`src/rtl/instr_encoder_if.sv`:
```
// Interface bundling the encode-request channel, the instruction-memory write
// channel, the start pulse and the error reporting of instr_encoder.
// master: the side that issues requests and owns the memory (e.g. a testbench).
// slave : the encoder itself.
interface instr_encoder_if;
  logic        start;
  logic        in_valid;
  logic        in_ready;
  logic [5:0]  in_mnem;
  logic [4:0]  in_rd;
  logic [4:0]  in_rs1;
  logic [4:0]  in_rs2;
  logic [31:0] in_imm;
  logic        wr_valid;
  logic        wr_ready;
  logic [31:0] wr_addr;
  logic [31:0] wr_data;
  logic [3:0]  wr_be;
  logic        err;
  logic [7:0]  err_cnt;

  modport master (
    output start, in_valid, in_mnem, in_rd, in_rs1, in_rs2, in_imm, wr_ready,
    input  in_ready, wr_valid, wr_addr, wr_data, wr_be, err, err_cnt
  );

  modport slave (
    input  start, in_valid, in_mnem, in_rd, in_rs1, in_rs2, in_imm, wr_ready,
    output in_ready, wr_valid, wr_addr, wr_data, wr_be, err, err_cnt
  );
endinterface

```
`src/rtl/instr_encoder.sv`:
```
// instr_encoder: turns RV32I mnemonic + register/immediate fields into 32-bit
// instruction words and writes them to consecutive instruction-memory addresses
// starting at BASE_ADDR. One output register gives latency 1 and one word per
// cycle throughput. Illegal mnemonics are rejected with an err pulse and a
// saturating err_cnt.
// Optional build macro ENC_RANGE_CHECK_EN: when defined, immediates that do not
// fit their instruction format are rejected like illegal mnemonics; otherwise
// they are silently truncated to the bits the format holds.
module instr_encoder #(
  parameter logic [31:0] BASE_ADDR = 32'h0000_0000
) (
  input  logic            clk,
  input  logic            rst_n,
  instr_encoder_if.slave  bus
);

  typedef enum logic [5:0] {
    M_LUI   = 6'd0,  M_AUIPC = 6'd1,  M_JAL   = 6'd2,  M_JALR  = 6'd3,
    M_BEQ   = 6'd4,  M_BNE   = 6'd5,  M_BLT   = 6'd6,  M_BGE   = 6'd7,
    M_BLTU  = 6'd8,  M_BGEU  = 6'd9,  M_LB    = 6'd10, M_LH    = 6'd11,
    M_LW    = 6'd12, M_LBU   = 6'd13, M_LHU   = 6'd14, M_SB    = 6'd15,
    M_SH    = 6'd16, M_SW    = 6'd17, M_ADDI  = 6'd18, M_SLTI  = 6'd19,
    M_SLTIU = 6'd20, M_XORI  = 6'd21, M_ORI   = 6'd22, M_ANDI  = 6'd23,
    M_SLLI  = 6'd24, M_SRLI  = 6'd25, M_SRAI  = 6'd26, M_ADD   = 6'd27,
    M_SUB   = 6'd28, M_SLL   = 6'd29, M_SLT   = 6'd30, M_SLTU  = 6'd31,
    M_XOR   = 6'd32, M_SRL   = 6'd33, M_SRA   = 6'd34, M_OR    = 6'd35,
    M_AND   = 6'd36
  } mnem_e;

  typedef enum logic [2:0] {
    FMT_R, FMT_I, FMT_SH, FMT_S, FMT_B, FMT_U, FMT_J, FMT_BAD
  } fmt_e;

  localparam logic [6:0] OP_LUI    = 7'b0110111;
  localparam logic [6:0] OP_AUIPC  = 7'b0010111;
  localparam logic [6:0] OP_JAL    = 7'b1101111;
  localparam logic [6:0] OP_JALR   = 7'b1100111;
  localparam logic [6:0] OP_BRANCH = 7'b1100011;
  localparam logic [6:0] OP_LOAD   = 7'b0000011;
  localparam logic [6:0] OP_STORE  = 7'b0100011;
  localparam logic [6:0] OP_IMM    = 7'b0010011;
  localparam logic [6:0] OP_REG    = 7'b0110011;

  fmt_e        fmt;
  logic [6:0]  opcode;
  logic [2:0]  funct3;
  logic [6:0]  funct7;
  logic [31:0] encWord;
  logic        immOk;
  logic        legal;
  logic        inReady;
  logic        accept;

  logic        readyEn_q, readyEn_d;
  logic        wrValid_q, wrValid_d;
  logic [31:0] wrData_q,  wrData_d;
  logic [31:0] addr_q,    addr_d;
  logic        err_q,     err_d;
  logic [7:0]  errCnt_q,  errCnt_d;

  // Map the mnemonic to its instruction format and major opcode
  always_comb begin
    fmt    = FMT_BAD;
    opcode = 7'b0000000;
    case (bus.in_mnem)
      M_LUI:   begin fmt = FMT_U; opcode = OP_LUI;   end
      M_AUIPC: begin fmt = FMT_U; opcode = OP_AUIPC; end
      M_JAL:   begin fmt = FMT_J; opcode = OP_JAL;   end
      M_JALR:  begin fmt = FMT_I; opcode = OP_JALR;  end
      M_BEQ, M_BNE, M_BLT, M_BGE, M_BLTU, M_BGEU:
               begin fmt = FMT_B; opcode = OP_BRANCH; end
      M_LB, M_LH, M_LW, M_LBU, M_LHU:
               begin fmt = FMT_I; opcode = OP_LOAD;   end
      M_SB, M_SH, M_SW:
               begin fmt = FMT_S; opcode = OP_STORE;  end
      M_ADDI, M_SLTI, M_SLTIU, M_XORI, M_ORI, M_ANDI:
               begin fmt = FMT_I; opcode = OP_IMM;    end
      M_SLLI, M_SRLI, M_SRAI:
               begin fmt = FMT_SH; opcode = OP_IMM;   end
      M_ADD, M_SUB, M_SLL, M_SLT, M_SLTU, M_XOR, M_SRL, M_SRA, M_OR, M_AND:
               begin fmt = FMT_R; opcode = OP_REG;    end
      default: begin fmt = FMT_BAD; opcode = 7'b0000000; end
    endcase
  end

  // Minor opcode fields; funct7 0x20 only marks the subtract/arithmetic-shift variants
  always_comb begin
    funct3 = 3'd0;
    case (bus.in_mnem)
      M_BNE, M_LH, M_SH, M_SLLI, M_SLL:              funct3 = 3'd1;
      M_LW, M_SW, M_SLTI, M_SLT:                     funct3 = 3'd2;
      M_SLTIU, M_SLTU:                               funct3 = 3'd3;
      M_BLT, M_LBU, M_XORI, M_XOR:                   funct3 = 3'd4;
      M_BGE, M_LHU, M_SRLI, M_SRAI, M_SRL, M_SRA:    funct3 = 3'd5;
      M_BLTU, M_ORI, M_OR:                           funct3 = 3'd6;
      M_BGEU, M_ANDI, M_AND:                         funct3 = 3'd7;
      default:                                       funct3 = 3'd0;
    endcase
    funct7 = 7'h00;
    case (bus.in_mnem)
      M_SUB, M_SRA, M_SRAI: funct7 = 7'h20;
      default:              funct7 = 7'h00;
    endcase
  end

  // Scatter register and immediate fields into the bit layout of the format
  always_comb begin
    encWord = 32'd0;
    case (fmt)
      FMT_R:  encWord = {funct7, bus.in_rs2, bus.in_rs1, funct3, bus.in_rd, opcode};
      FMT_I:  encWord = {bus.in_imm[11:0], bus.in_rs1, funct3, bus.in_rd, opcode};
      FMT_SH: encWord = {funct7, bus.in_imm[4:0], bus.in_rs1, funct3, bus.in_rd, opcode};
      FMT_S:  encWord = {bus.in_imm[11:5], bus.in_rs2, bus.in_rs1, funct3,
                         bus.in_imm[4:0], opcode};
      FMT_B:  encWord = {bus.in_imm[12], bus.in_imm[10:5], bus.in_rs2, bus.in_rs1, funct3,
                         bus.in_imm[4:1], bus.in_imm[11], opcode};
      FMT_U:  encWord = {bus.in_imm[31:12], bus.in_rd, opcode};
      FMT_J:  encWord = {bus.in_imm[20], bus.in_imm[10:1], bus.in_imm[11],
                         bus.in_imm[19:12], bus.in_rd, opcode};
      default: encWord = 32'd0;
    endcase
  end

`ifdef ENC_RANGE_CHECK_EN
  logic signed [31:0] immS;
  assign immS = $signed(bus.in_imm);

  // Reject immediates the chosen format cannot represent exactly
  always_comb begin
    immOk = 1'b1;
    case (fmt)
      FMT_I, FMT_S: immOk = (immS >= -32'sd2048) && (immS <= 32'sd2047);
      FMT_B:        immOk = (immS >= -32'sd4096) && (immS <= 32'sd4094) && !bus.in_imm[0];
      FMT_J:        immOk = (immS >= -32'sd1048576) && (immS <= 32'sd1048574) && !bus.in_imm[0];
      FMT_U:        immOk = (bus.in_imm[11:0] == 12'd0);
      FMT_SH:       immOk = (immS >= 32'sd0) && (immS <= 32'sd31);
      default:      immOk = 1'b1;
    endcase
  end
`else
  assign immOk = 1'b1;
`endif

  assign legal   = (fmt != FMT_BAD) && immOk;
  assign inReady = readyEn_q && !bus.start && (!wrValid_q || bus.wr_ready);
  assign accept  = bus.in_valid && inReady;

  // Next-state: start wins over everything, otherwise retire the pending write and load a new one
  always_comb begin
    readyEn_d = 1'b1;
    wrValid_d = wrValid_q;
    wrData_d  = wrData_q;
    addr_d    = addr_q;
    err_d     = 1'b0;
    errCnt_d  = errCnt_q;
    if (bus.start) begin
      wrValid_d = 1'b0;
      addr_d    = BASE_ADDR;
      errCnt_d  = 8'd0;
    end else begin
      if (wrValid_q && bus.wr_ready) begin
        wrValid_d = 1'b0;
        addr_d    = addr_q + 32'd4;
      end
      if (accept) begin
        if (legal) begin
          wrValid_d = 1'b1;
          wrData_d  = encWord;
        end else begin
          err_d = 1'b1;
          if (errCnt_q != 8'hFF) begin
            errCnt_d = errCnt_q + 8'd1;
          end
        end
      end
    end
  end

  // State registers; reset drops the write and parks the address at BASE_ADDR
  always_ff @(posedge clk or negedge rst_n) begin
    if (!rst_n) begin
      readyEn_q <= 1'b0;
      wrValid_q <= 1'b0;
      wrData_q  <= 32'd0;
      addr_q    <= BASE_ADDR;
      err_q     <= 1'b0;
      errCnt_q  <= 8'd0;
    end else begin
      readyEn_q <= readyEn_d;
      wrValid_q <= wrValid_d;
      wrData_q  <= wrData_d;
      addr_q    <= addr_d;
      err_q     <= err_d;
      errCnt_q  <= errCnt_d;
    end
  end

  assign bus.in_ready = inReady;
  assign bus.wr_valid = wrValid_q;
  assign bus.wr_addr  = addr_q;
  assign bus.wr_data  = wrData_q;
  assign bus.wr_be    = wrValid_q ? 4'b1111 : 4'b0000;
  assign bus.err      = err_q;
  assign bus.err_cnt  = errCnt_q;

endmodule

```
`src/flat_wrapper.sv`:
```
// flat-port wrapper written by rule: the top's interface ports become plain ports
module instr_encoder_flat 
#(
  parameter logic [31:0] BASE_ADDR = 32'h0000_0000
)
  (clk, rst_n, bus_start, bus_in_valid, bus_in_mnem, bus_in_rd, bus_in_rs1, bus_in_rs2, bus_in_imm, bus_wr_ready, bus_in_ready, bus_wr_valid, bus_wr_addr, bus_wr_data, bus_wr_be, bus_err, bus_err_cnt);
  instr_encoder_if bus_i ();
  input  logic clk;
  input  logic rst_n;
  input wire logic [$bits(bus_i.start)-1:0] bus_start;
  input wire logic [$bits(bus_i.in_valid)-1:0] bus_in_valid;
  input wire logic [$bits(bus_i.in_mnem)-1:0] bus_in_mnem;
  input wire logic [$bits(bus_i.in_rd)-1:0] bus_in_rd;
  input wire logic [$bits(bus_i.in_rs1)-1:0] bus_in_rs1;
  input wire logic [$bits(bus_i.in_rs2)-1:0] bus_in_rs2;
  input wire logic [$bits(bus_i.in_imm)-1:0] bus_in_imm;
  input wire logic [$bits(bus_i.wr_ready)-1:0] bus_wr_ready;
  output wire logic [$bits(bus_i.in_ready)-1:0] bus_in_ready;
  output wire logic [$bits(bus_i.wr_valid)-1:0] bus_wr_valid;
  output wire logic [$bits(bus_i.wr_addr)-1:0] bus_wr_addr;
  output wire logic [$bits(bus_i.wr_data)-1:0] bus_wr_data;
  output wire logic [$bits(bus_i.wr_be)-1:0] bus_wr_be;
  output wire logic [$bits(bus_i.err)-1:0] bus_err;
  output wire logic [$bits(bus_i.err_cnt)-1:0] bus_err_cnt;
  assign bus_i.start = bus_start;
  assign bus_i.in_valid = bus_in_valid;
  assign bus_i.in_mnem = bus_in_mnem;
  assign bus_i.in_rd = bus_in_rd;
  assign bus_i.in_rs1 = bus_in_rs1;
  assign bus_i.in_rs2 = bus_in_rs2;
  assign bus_i.in_imm = bus_in_imm;
  assign bus_i.wr_ready = bus_wr_ready;
  assign bus_in_ready = bus_i.in_ready;
  assign bus_wr_valid = bus_i.wr_valid;
  assign bus_wr_addr = bus_i.wr_addr;
  assign bus_wr_data = bus_i.wr_data;
  assign bus_wr_be = bus_i.wr_be;
  assign bus_err = bus_i.err;
  assign bus_err_cnt = bus_i.err_cnt;
  instr_encoder #(.BASE_ADDR(BASE_ADDR)) u_core (.clk(clk), .rst_n(rst_n), .bus(bus_i));
endmodule
```
`config.mk`:
```
export PLATFORM = sky130hd
export DESIGN_NAME = instr_encoder_flat
export DESIGN_NICKNAME = d
export VERILOG_FILES = /design/src/rtl/instr_encoder_if.sv /design/src/rtl/instr_encoder.sv /design/src/flat_wrapper.sv
export SDC_FILE = /design/constraint.sdc
export NUM_CORES = 1
export LEC_CHECK = 0
export CORE_MARGIN = 1
export CORE_UTILIZATION = 25
export DETAILED_ROUTE_END_ITERATION = 6
export HOLD_SLACK_MARGIN = 0.15
export SLEW_MARGIN = 0
export SYNTH_ARGS = -nofsm -noshare
export SYNTH_HDL_FRONTEND = slang
export SYNTH_SLANG_ARGS = --single-unit
```
`constraint.sdc`:
```
create_clock -name clk -period 4.6 [get_ports clk]
set_input_delay 1.15 -clock clk [delete_from_list [all_inputs] [get_ports clk]]
set_output_delay 1.15 -clock clk [all_outputs]
set_load 0.005 [all_outputs]
```
## Yosys cells after proc, flatten, opt, wreduce, memory -nomap -nowiden

Memories as Yosys holds them, arrays and structs flattened.
Index checks and enable logic that the tools add are counted.

- Add/subtract/negate cells: 2
- Equal/unequal tests: 12
- Multiplexer cells: 16
- Bitwise operators: 1
- Reduce and logical (&&, ||, !) cells: 14

Operators by type and width:

| cell | number |
|---|---|
| $pmux W32 S7 | 1 |
| $mux W32 | 2 |
| $add A32 B3 Y32 const B | 1 |
| $mux W8 | 4 |
| $eq A6 B5 Y1 const B | 2 |
| $eq A3 B3 Y1 const B | 3 |
| $add A8 B1 Y8 const B | 1 |
| $ne A8 B8 Y1 const B | 1 |
| $mux W1 | 7 |
| $eq A3 B2 Y1 const B | 2 |
| $eq A6 B6 Y1 const B | 1 |
| $mux W6 | 1 |
| $reduce_and A3 Y1 | 2 |
| $reduce_bool A2 Y1 | 3 |
| $logic_and A1 B1 Y1 | 4 |
| $mux W4 | 1 |
| $eq A3 B1 Y1 const B | 1 |
| $logic_not A3 Y1 | 1 |
| $ne A3 B3 Y1 const B | 1 |
| $reduce_or A3 Y1 | 1 |
| $logic_not A1 Y1 | 2 |
| $ne A2 B2 Y1 const B | 1 |
| $logic_or A1 B1 Y1 | 1 |
| $not A1 Y1 | 1 |

- Register bits after elaboration: 75
- ROM bits: 832
- Output and inout bits: 79
- Memories kept: 2

Memory list:

| memory | words | width | read ports | clocked after memory_dff | write ports | line | source |
|---|---|---|---|---|---|---|---|
| (no name shown) | 64 | 10 | 1 | 0 | 0 | instr_encoder.sv:65 | `case (bus.in_mnem)` |
| (no name shown) | 64 | 3 | 1 | 0 | 0 | instr_encoder.sv:89 | `case (bus.in_mnem)` |

## Logic depth before layout (Yosys ltp)

- Word-level depth: 6
- Depth in mapped cells: 10

## Worst setup path before layout

Ideal clock, no wire load.

- Path type: input port to flip-flop
- From: in bus_in_mnem[0]
- To: reg u_core.errCnt_q[3], in the netlist u_core.bus.err_cnt[3]
- Arrival: 2.939 ns
- Data required time: 4.522 ns
- Path slack: 1.583 ns
- Stages on the path: 10
- Path buffers: 2
- Cell sequence: inv_1 ha_1 or3b_4 nand3_2 and2_1 buf_6 nand4b_4 buf_6 or3_1 a21oi_1

- Word-level cells in the longest chain between the ends: 4

RTL lines:

| element | line | source |
|---|---|---|
| start: declaration | flat_wrapper.sv:12 | `input wire logic [$bits(bus_i.in_mnem)-1:0] bus_in_mnem;` |
| $mem_v2 Z64 W10 | -- |  |
| $ne A3 B3 Y1 | instr_encoder.sv:144 | `assign legal = (fmt != FMT_BAD) && immOk;` |
| $ne A2 B2 Y1 (no line) | -- |  |
| $reduce_and A3 Y1 (no line) | -- |  |
| end signal: assignment | instr_encoder.sv:194 | `errCnt_q <= errCnt_d;` |
| end: declaration | instr_encoder.sv:59 | `logic [7:0] errCnt_q, errCnt_d;` |

Every way passes these cells.
A chain may end at the register's enable or synchronous reset.

## Worst setup path in the final report

- From: in bus_in_mnem[1]
- To: reg u_core.errCnt_q[5], in the netlist u_core.bus.err_cnt[5]

The elaborated chain is that of the path after synthesis.

==> results.sh <==
export IMPL_die_area_um2=17500
export IMPL_first_pass_iters=4
export IMPL_fp_dieH_um=132
export IMPL_cpMaxStageDelayCell="clkdlybuf4s50_1"
export IMPL_ys_ff_latch=72
export IMPL_n_fill_cell=1656
export IMPL_layout_nets=657
export IMPL_status="completed"
export IMPL_synth_largest_area_cell="dfrtp_1"
export IMPL_synthesis_area_um2=4240
export IMPL_synth_simple_area_share_pct=23.1
export IMPL_grt_pass1_vias=3885
export IMPL_layout_drive_gt1_share_pct=7.56
export IMPL_rsz0062_at_grt="no"
export IMPL_synth_top_family_by_area="simple AND/OR/NAND/NOR gates"
export IMPL_timing_final_crit_share_pct=84.3
export IMPL_synth_top_area_share_pct=42.5
export IMPL_min_period_ps=3880
export IMPL_grt_use_met1_pct=19.3
export IMPL_rrSetupSlack_ps=2440
export IMPL_top_level_ports=137
export IMPL_overflow=0
export IMPL_worstPathMaxFanout=14
export IMPL_ctsHoldBuffers=0
export IMPL_r2r_start="u_core.bus.wr_valid$_DFF_PN0_"
export IMPL_routedWlPerCell_um=15.9
export IMPL_synth_compound_area_share_pct=18.1
export IMPL_ant_nets=0
export IMPL_cts_tree="built"
export IMPL_cp_data_arrival_time_ps=4150
export IMPL_dp_cells=799
export IMPL_fin_util_pct=36.6
export IMPL_ys_types=64
export IMPL_syn_inst=464
export IMPL_routed_via_density=4.91
export IMPL_path_buf_inv=2
export IMPL_cp_depth=9
export IMPL_fin_cells=815
export IMPL_report_power_total_mw=1.94
export IMPL_drt_iter0_markers=235
export IMPL_crit_path_start_kind="input port"
export IMPL_die_w_um=132
export IMPL_hold_depth=2
export IMPL_clk_path_buf_depth=2
export IMPL_cp_required_ps=4870
export IMPL_yosys_warnings=0
export IMPL_p_leak_nw=2.46
export IMPL_grt_pass1_wl_um=21000
export IMPL_synth_xor_area_share_pct=5.79
export IMPL_r2r_cells=6
export IMPL_fmax_mhz=258
export IMPL_dp_hpwl_um=9530
export IMPL_fin_skew_ps=6.92
export IMPL_drc_errors=0
export IMPL_setup_viol=0
export IMPL_grt_usage_pct=15.2
export IMPL_hold_end="u_core.bus.wr_data[2]$_DFFE_PN0P_"
export IMPL_r2r_end="u_core.bus.err_cnt[5]$_DFFE_PN0P_"
export IMPL_synth_edf_count=0
export IMPL_power_per_cell_area_nw_per_um2=319
export IMPL_met3_usage_pct=4.00
export IMPL_initial_utilization_pct=25.6
export IMPL_critPathKind="input port to flop"
export IMPL_antenna_found_initial=0
export IMPL_met2_usage_pct=25.4
export IMPL_grt_busiest_layer="met2"
export IMPL_path_cells="clkdlybuf4s50_1, inv_1, ha_1, or2b_1, nand3_2, o21a_1, nand4b_4, or4_1, a21oi_1"
export IMPL_htreeDepth=3
export IMPL_clkTransAtPathRegs_ps=60
export IMPL_min_from="u_core.bus.wr_data[2]$_DFFE_PN0P_"
export IMPL_post_cts_buffers=0
export IMPL_worstSkewPairLatency_ps=340
export IMPL_cts_root_buffer="clkbuf_16"
export IMPL_slew_viol_final=0
export IMPL_async_flop_share_pct=100
export IMPL_numClockSinks=72
export IMPL_n_antenna_cell=0
export IMPL_cts_made_buffers=9
export IMPL_tns_ps=0
export IMPL_wl_um=12900
export IMPL_hp_class="flop to flop"
export IMPL_core_area_um2=16600
export IMPL_hold_viol_final=0
export IMPL_ir_drop_mv=0.168
export IMPL_ys_flop_type="dfrtp_1"
export IMPL_area_growth_pct=43.3
export IMPL_syn_avg_cell_area_um2=9.14
export IMPL_rows=47
export IMPL_endpoint_kind="flop"
export IMPL_timing_max_slew_rel_slack_pct=36.0
export IMPL_cpLargestDelayFamily="simple AND/OR/NAND/NOR gates"
export IMPL_gp_congestion=0.821
export IMPL_seq_area_frac_synth_pct=42.5
export IMPL_num_vias=3998
export IMPL_slowest_delay_ps=740
export IMPL_cts_resized=0
export IMPL_synth_adder_area_share_pct=2.66
export IMPL_synthMuxAreaShare_pct=1.77
export IMPL_worst_pin_slew_ps=960
export IMPL_grt_max_degree=73
export IMPL_synthTopCellsByArea="dfrtp_1 (43%), nor2_1 (6.9%), xor2_1 (3.7%)"
export IMPL_io_buffers=134
export IMPL_cap_violations=0
## worst register-to-register path: stages (launching register included)
cell and delay [ps]:
dfrtp_1 480, nand2b_1 130, and3b_1 220, nand2_1 220
nand4b_4 360, or4_1 530, a21oi_1 140
## cells in the mapped netlist (7+ instances only)
cell      instances
nor2_1           78
dfrtp_1          72
nand2_1          40
a21oi_1          27
nand3_1          21
o21ai_0          18
xor2_1           18
a221oi_1         15
inv_1            12
clkbuf_1         11
and3_1           10
xnor2_1          10
buf_4             9
ha_1              9
a211oi_1          8
buf_6             7
or3_1             7
## kinds of logic (layout without fill, tap and decap cells)
| kind of cell | count (synthesis) | in the layout |
|---|---|---|
| AO/OA/AOI/OAI | 107 | 107 |
| XOR/XNOR | 28 | 28 |
| adder cells (fa/ha/maj) | 9 | 9 |
| buffers and inverters | 43 | 173 |
| flip-flops | 72 | 72 |
| multiplexers | 7 | 7 |
| other | 2 | 3 |
| AND/OR/NAND/NOR | 196 | 196 |
## per-layer routing
metal  routed length (um)  share of wire [%]
met3                  831                6.4
met5                    0                  0
met2                 6310                 49
met1                 5640                 44
met4                  151                1.2
## cell usage in the layout, fill, tap and decap left out, types with 2 or more instances in the layout
cell type and instances:
nand4_1 6, bufinv_16 2, a222oi_1 2, nand3_1 21
nand2b_1 2, o22ai_1 2, inv_1 12, a211oi_1 8
nor2b_1 2, ha_1 9, a221oi_2 2, and2_1 6
o21ai_1 2, o21a_1 5, nor3_1 3, a221oi_1 15
conb_1 3, or3_1 7, or4_1 3, nand3_2 2
a21oi_1 27, or2_1 2, o21ai_2 2, and4_1 3
dfrtp_1 72, o21ai_0 18, a31oi_1 2, or2b_1 2
nand2_1 40, clkdlybuf4s50_1 133, and3_1 10, a22oi_1 2
nor2_1 78, xor2_1 18, mux2i_1 6, xnor2_1 10
buf_4 11, clkbuf_16 9, o31ai_1 6
## worst max-delay path by stage
stage | from | endpoint
2_1_floorplan | bus_in_mnem[0] | u_core.bus.err_cnt[3]$_DFFE_PN0P_
3_3_place_gp | bus_in_mnem[1] | u_core.bus.err_cnt[5]$_DFFE_PN0P_
6_report | bus_in_mnem[1] | u_core.bus.err_cnt[5]$_DFFE_PN0P_
5_1_grt | bus_in_mnem[1] | u_core.bus.err_cnt[5]$_DFFE_PN0P_
4_1_cts | bus_in_mnem[1] | u_core.bus.err_cnt[5]$_DFFE_PN0P_
3_5_place_dp | bus_in_mnem[1] | u_core.bus.err_cnt[5]$_DFFE_PN0P_
## power breakdown
group	switching, mW	internal [mW]	total [mW]
Clock	0.289	0.491	0.780
Sequential	0.0424	0.699	0.741
Combinational	0.187	0.232	0.419
## sequential cells by signal, indices dropped and copies added (netlist names)
register / count
u_core.readyEn_q: 1
u_core.bus.wr_addr: 30
u_core.bus.err_cnt: 8
u_core.bus.wr_data: 31
u_core.bus.err: 1
u_core.bus.wr_valid: 1
## area by class of cell
type,count,area [um^2],area share (%)
Clock buffer,10,239,3.93
Tap cell,220,275,4.53
Clock inverter,6,90.1,1.48
Sequential cell,72,1800,29.7
Timing Repair Buffer,145,1430,23.6
Multi-Input combinational cell,350,2190,36.0
Inverter,12,45.0,0.742
## per-stage QoR
| stage | setup slack (ps) | hold WS (ps) | area, um^2 |
|---|---|---|---|
| 3_5_place_dp | 409 | 471 | 5740 |
| 3_3_place_gp | 485 | 466 | 5740 |
| 5_1_grt | 561 | 534 | 6070 |
| 4_1_cts | 764 | 485 | 6070 |
| 2_1_floorplan | 1580 | 470 | 4240 |
| 6_report | 722 | 480 | 6070 |
Note: power is estimated with default switching activity, not from simulation.
==> patch 1: new RTL, same flow settings <==
`wrData_q` no longer has a reset.
--- a/src/rtl/instr_encoder.sv
+++ b/src/rtl/instr_encoder.sv
@@ -183,3 +183,2 @@
       wrValid_q <= 1'b0;
-      wrData_q  <= 32'd0;
       addr_q    <= BASE_ADDR;
@@ -190,3 +189,2 @@
       wrValid_q <= wrValid_d;
-      wrData_q  <= wrData_d;
       addr_q    <= addr_d;
@@ -195,2 +193,6 @@
     end
+  end
+
+  always_ff @(posedge clk) begin
+    wrData_q <= wrData_d;
   end
Function: differs if rst_n is asserted again (counterexample within 4 cycles, from zero or initial values and one cycle with rst_n low); with rst_n held inactive, the same outputs for 4 cycles.
==> patch 1 against the unedited design <==
- cell area down 2.2%
- via count down 11%
- largest power group is now sequential cells
- critical path type unchanged
- non-clock buffer count down 3
- first-iteration DRC count up 13%
- worst setup slack worse by 170 ps
- sequential share of layout area up 3.3 points
- fmax down 4.2%
- total power down 16%
- area after synthesis down 2.5%
- sequential cell count unchanged
- hold slack better by 80 ps
- synthesized cell count down 14%
- routed wire length down 8.0%
==> patch 1: results (changes against the unedited design) <==
| Metric | Value |
|---|---|
| Post-DP HPWL | 8980 um (-5.8%) |
| Slew Limit Fails | 0 (unchanged) |
| Register area share after synthesis | 47.3% (+4.8 points) |
| Status | complete, no violations |
| Internal Pwr Total | 0.00124 W (-13%) |
| Xor and xnor area share after synthesis | 6.54% (+0.75 points) |
| Placer Congestion | 0.796 (-3.1%) |
| Total length of routed wires | 11,900 um (-8.0%) |
| Buffers on Ports | 134 (unchanged) |
| Portion of netlist area occupied by mux cells | 2.15% (+0.38 points) |
| Setup Slack @ Placement | 202 ps (-207 ps) |
| Drt initial violations | 265 (+13%) |
| Synth Area in Compound Gates | 14.9% (-3.2 points) |
| Via count | 3,562 (-11%) |
| Share of post-route cells with drive strength above 1 | 8.22% (+0.66 points) |
| Max VDD drop | 0.178 mV (+6.0%) |
| Largest net degree at the start of global routing | 42 (-42%) |
| Clock Pin Slew Worst Setup and Hold Paths | 60 ps (about the same) |
| Critical Path AT | 4090 ps (-60 ps) |
| Netlist cell types | 73 (+14%) |
| Number of flops mapped to enable cells by yosys | 31 (+31) |
| Synth cell count leaders | 46 x nor2_1, 41 x dfrtp_1, 31 x edfxtp_1 |
| Max FO, Critical Path | 19 (+5) |
| Fin Clk Skew | 9.70 ps (+2.78 ps) |
| Crit-path slowest cell | nor2_2 |
| Biggest cell delay along the critical path | 830 ps (+90 ps) |
| First-pass detailed-route iteration total | 5 (+1) |
| Static Leak | 2.24 nW (-9.1%) |
| Vias in the first global route | 3,424 (-12%) |
| Largest cells by area after synthesis | dfrtp_1 25%, edfxtp_1 23%, nor2_1 4.2% |
| Worst-margin pin slew | 1050 ps (+86.4 ps) |
| Global-route wire length before repair | 18,400 um (-12%) |
| Fin nets | 597 (-9.1%) |
| Fillers | 1,634 (-1.3%) |
| Total GRT Usage | 14.2% (-1.1 points) |
| Ys async rst share | 56.9% (-43 points) |
| Setup Buffers After CTS | 0 (unchanged) |
| Synth Area in Adders | 2.72% (+0.068 points) |
| HP Class | reg -> reg |
patch 1: power by group through the flow:
stage / clock (W) / sequential, W / combinational, W
3_3_place_gp: 0 / 0.000711 / 0.000247
2_1_floorplan: 0 / 0.000711 / 0.000135
4_1_cts: 0.000700 / 0.000699 / 0.000252
3_5_place_dp: 0 / 0.000711 / 0.000251
5_1_grt: 0.000728 / 0.000699 / 0.000275
6_report: 0.000689 / 0.000698 / 0.000251
patch 1: metal layers:
metal,wire length [um],share of wire [%],vias to the layer above,global-route usage (%)
li1,-,-,1693,-
met1,5480,46,1754,19.0
met2,5530,46,108,22.3
met3,763,6.4,7,4.07
met4,131,1.1,0,3.85
met5,0,0,-,0
patch 1: kinds of logic after synthesis:
logic type	count (synthesis)
DFF	72
and+or+nand+nor	161
AOI/OAI and AO/OA	82
buffers and inverters	38
other	2
xor gates and xnor gates	30
adders and majority gates	9
muxes	7
patch 1: layout make-up:
type | instances | share of cell area [%]
inverters | 13 | 0.822
multi-input cells | 292 | 33.4
repair buffers | 142 | 23.5
well taps | 216 | 4.55
clock inverters | 3 | 0.695
flip-flops and latches | 72 | 33.0
clock buffers | 13 | 4.05
patch 1: final timing paths:
| check | from | endpoint | slack [ps] | cells past startpoint |
|---|---|---|---|---|
| min in group asynchronous | rst_n | u_core.bus.wr_addr[23] | 950 | 1 |
| max in group asynchronous | rst_n | u_core.bus.wr_addr[13] | 3050 | 1 |
| setup reg to reg | u_core.bus.wr_valid | u_core.bus.wr_data[17] | 2180 | 4 |
| hold / removal | u_core.bus.wr_addr[31] | u_core.bus.wr_addr[31] | 560 | 2 |
| hold reg to reg | u_core.bus.wr_addr[31] | u_core.bus.wr_addr[31] | 560 | 2 |
| setup / recovery | bus_in_mnem[1] | u_core.bus.wr_data[17] | 550 | 7 |
patch 1: critical path, delay by kind of cell:
family,cells,cell delay [ps]
AND/OR/NAND/NOR,3,1370
buffers and inverters,2,960
AO/OA/AOI/OAI,1,330
adder cells (fa/ha/maj),1,280
patch 1: stage by stage:
stage | utilization, % | hold WS, ps | instances | cell area (sq um)
2_1_floorplan | - | 541 | 402 | 4140
3_3_place_gp | 35.4 | 541 | 735 | 5660
3_5_place_dp | 35.4 | 554 | 735 | 5660
4_1_cts | 37.1 | 562 | 751 | 5940
5_1_grt | 37.1 | 574 | 751 | 5940
6_report | 37.1 | 560 | 751 | 5940
==> patch 2: new RTL, config.mk and constraints unchanged <==
Made on the original files. The option `ENC_RANGE_CHECK_EN` is turned on by a define.
--- a/src/rtl/instr_encoder.sv
+++ b/src/rtl/instr_encoder.sv
@@ -8,2 +8,4 @@
 // they are silently truncated to the bits the format holds.
+`define ENC_RANGE_CHECK_EN
+
 module instr_encoder #(
Behaviour: not the same (a bounded check fails within 4 cycles, from zero or initial values and one cycle with rst_n low).
==> patch 2 against the unedited design <==
- clock skew shrank 2.7 ps
- hold slack gained 19 ps
- worst setup slack lost 64 ps
- area after synthesis grew 5.5%
- routed wire length grew 6.8%
- total power shrank 0.79%
- cell area grew 5.2%
- sequential cell count is the same
- critical endpoint is now u_core.bus.wr_data[26]
- largest cell class unchanged
==> patch 2: results (changes against the unedited design) <==
| Metric | Value |
|---|---|
| Status | complete, no violations |
| Critical path endpoint | u_core.bus.wr_data[26] |
| HP Class | reg -> reg |
| Placed Cells incl. Taps | 811 (+1.5%) |
| Capturing point of the worst reg2reg path | u_core.bus.wr_addr[29] |
| First-pass detailed-route iteration total | 5 (+1) |
| Fin Clk Skew | 4.26 ps (-2.65 ps) |
| Initial antenna violation count | 0 (unchanged) |
| Max FO, Critical Path | 22 (+8) |
| Multi-input combinational cell area | 0.00247 sq mm (+13%) |
| Comb_multi_in | 351 (+0.29%) |
| Max VDD drop | 0.147 mV (-13%) |
| Buffers excl. clock | 151 (+4.1%) |
| DP Area | 0.00608 sq mm (+5.9%) |
| Largest cells by area after synthesis | dfrtp_1 40%, mux2_4 7.7%, nor2_1 3.4% |
| Worst slew margin | 38.4% (+2.4 points) |
| Critical Path AT | 4170 ps (+20 ps) |
| Worst Hold End | u_core.bus.wr_data[1] |
| Share of post-route cells with drive strength above 1 | 12.0% (+4.4 points) |
| Setup Slack @ Placement | 347 ps (-62.7 ps) |
| Synth Area per Inst | 9.64 sq um (+5.5%) |
| Drt initial violations | 211 (-10%) |
| Clock-cell share | 4.80% (-0.62 points) |
| Met2 routed WL | 6480 um (+2.6%) |
| Global-route wire length before repair | 22,300 um (+6.1%) |
| Worst hold slack | 499 ps (+19.3 ps) |
| Buffer share of cell area | 23.1% (-0.46 points) |
| Met1 Wirelength | 6030 um (+6.9%) |
| Vias in the first global route | 4,229 (+8.9%) |
| Multi-input combinational area share | 38.7% (+2.7 points) |
| WL per Instance | 16.7 um (+5.2%) |
| Worst r2r path cells | 7 (+1) |
| Netlist cell types | 68 (+6.3%) |
| Reg2Reg Setup Slack | 2020 ps (-420 ps) |
| Fraction of area in registers | 28.2% (-1.5 points) |
| Synth cell count leaders | 72 x dfrtp_1, 40 x nor2_1, 38 x nand2_1 |
| Register area share after synthesis | 40.3% (-2.2 points) |
| Biggest cell delay along the critical path | 550 ps (-190 ps) |
| Fin nets | 663 (+0.91%) |
| Post-DP HPWL | 10,700 um (+12%) |
| Total GRT Usage | 15.8% (+0.59 points) |
| Die W | 136 um (+2.7%) |
| Delay-heaviest family, CP | buffers and inverters |
| Static Leak | 2.66 nW (+8.0%) |
## patch 2: cell types whose count changed after synthesis, sizes merged, moves of 5 or more
cell and change:
a211oi -5, a221oi -16, a22o +14, mux2 +26, mux2i +5, nor2 -36, or3 +7, or4 +7
## patch 2: layer usage
metal	track usage (%)	vias up
li1	-	1963
met1	20.0	1987
met2	25.7	154
met3	4.23	29
met4	5.62	0
met5	0	-
## patch 2: power by group
group | total [W] | leakage, nW | internal (W) | switching [W]
sequential | 0.000743 | 0.970 | 0.000699 | 0.0000442
clock | 0.000722 | 0.145 | 0.000436 | 0.000286
combinational | 0.000460 | 1.55 | 0.000279 | 0.000181
total | 0.00192 | 2.66 | 0.00141 | 0.000510
## patch 2: kinds of logic after synthesis
family | Yosys count | share of synthesized area, %
AOI/OAI and AO/OA | 99 | 15.3
adders and majority gates | 8 | 2.24
buffers and inverters | 42 | 4.78
muxes | 39 | 11.7
and+or+nand+nor | 179 | 21.1
other | 2 | 0.168
DFF | 72 | 40.3
xor gates and xnor gates | 23 | 4.50
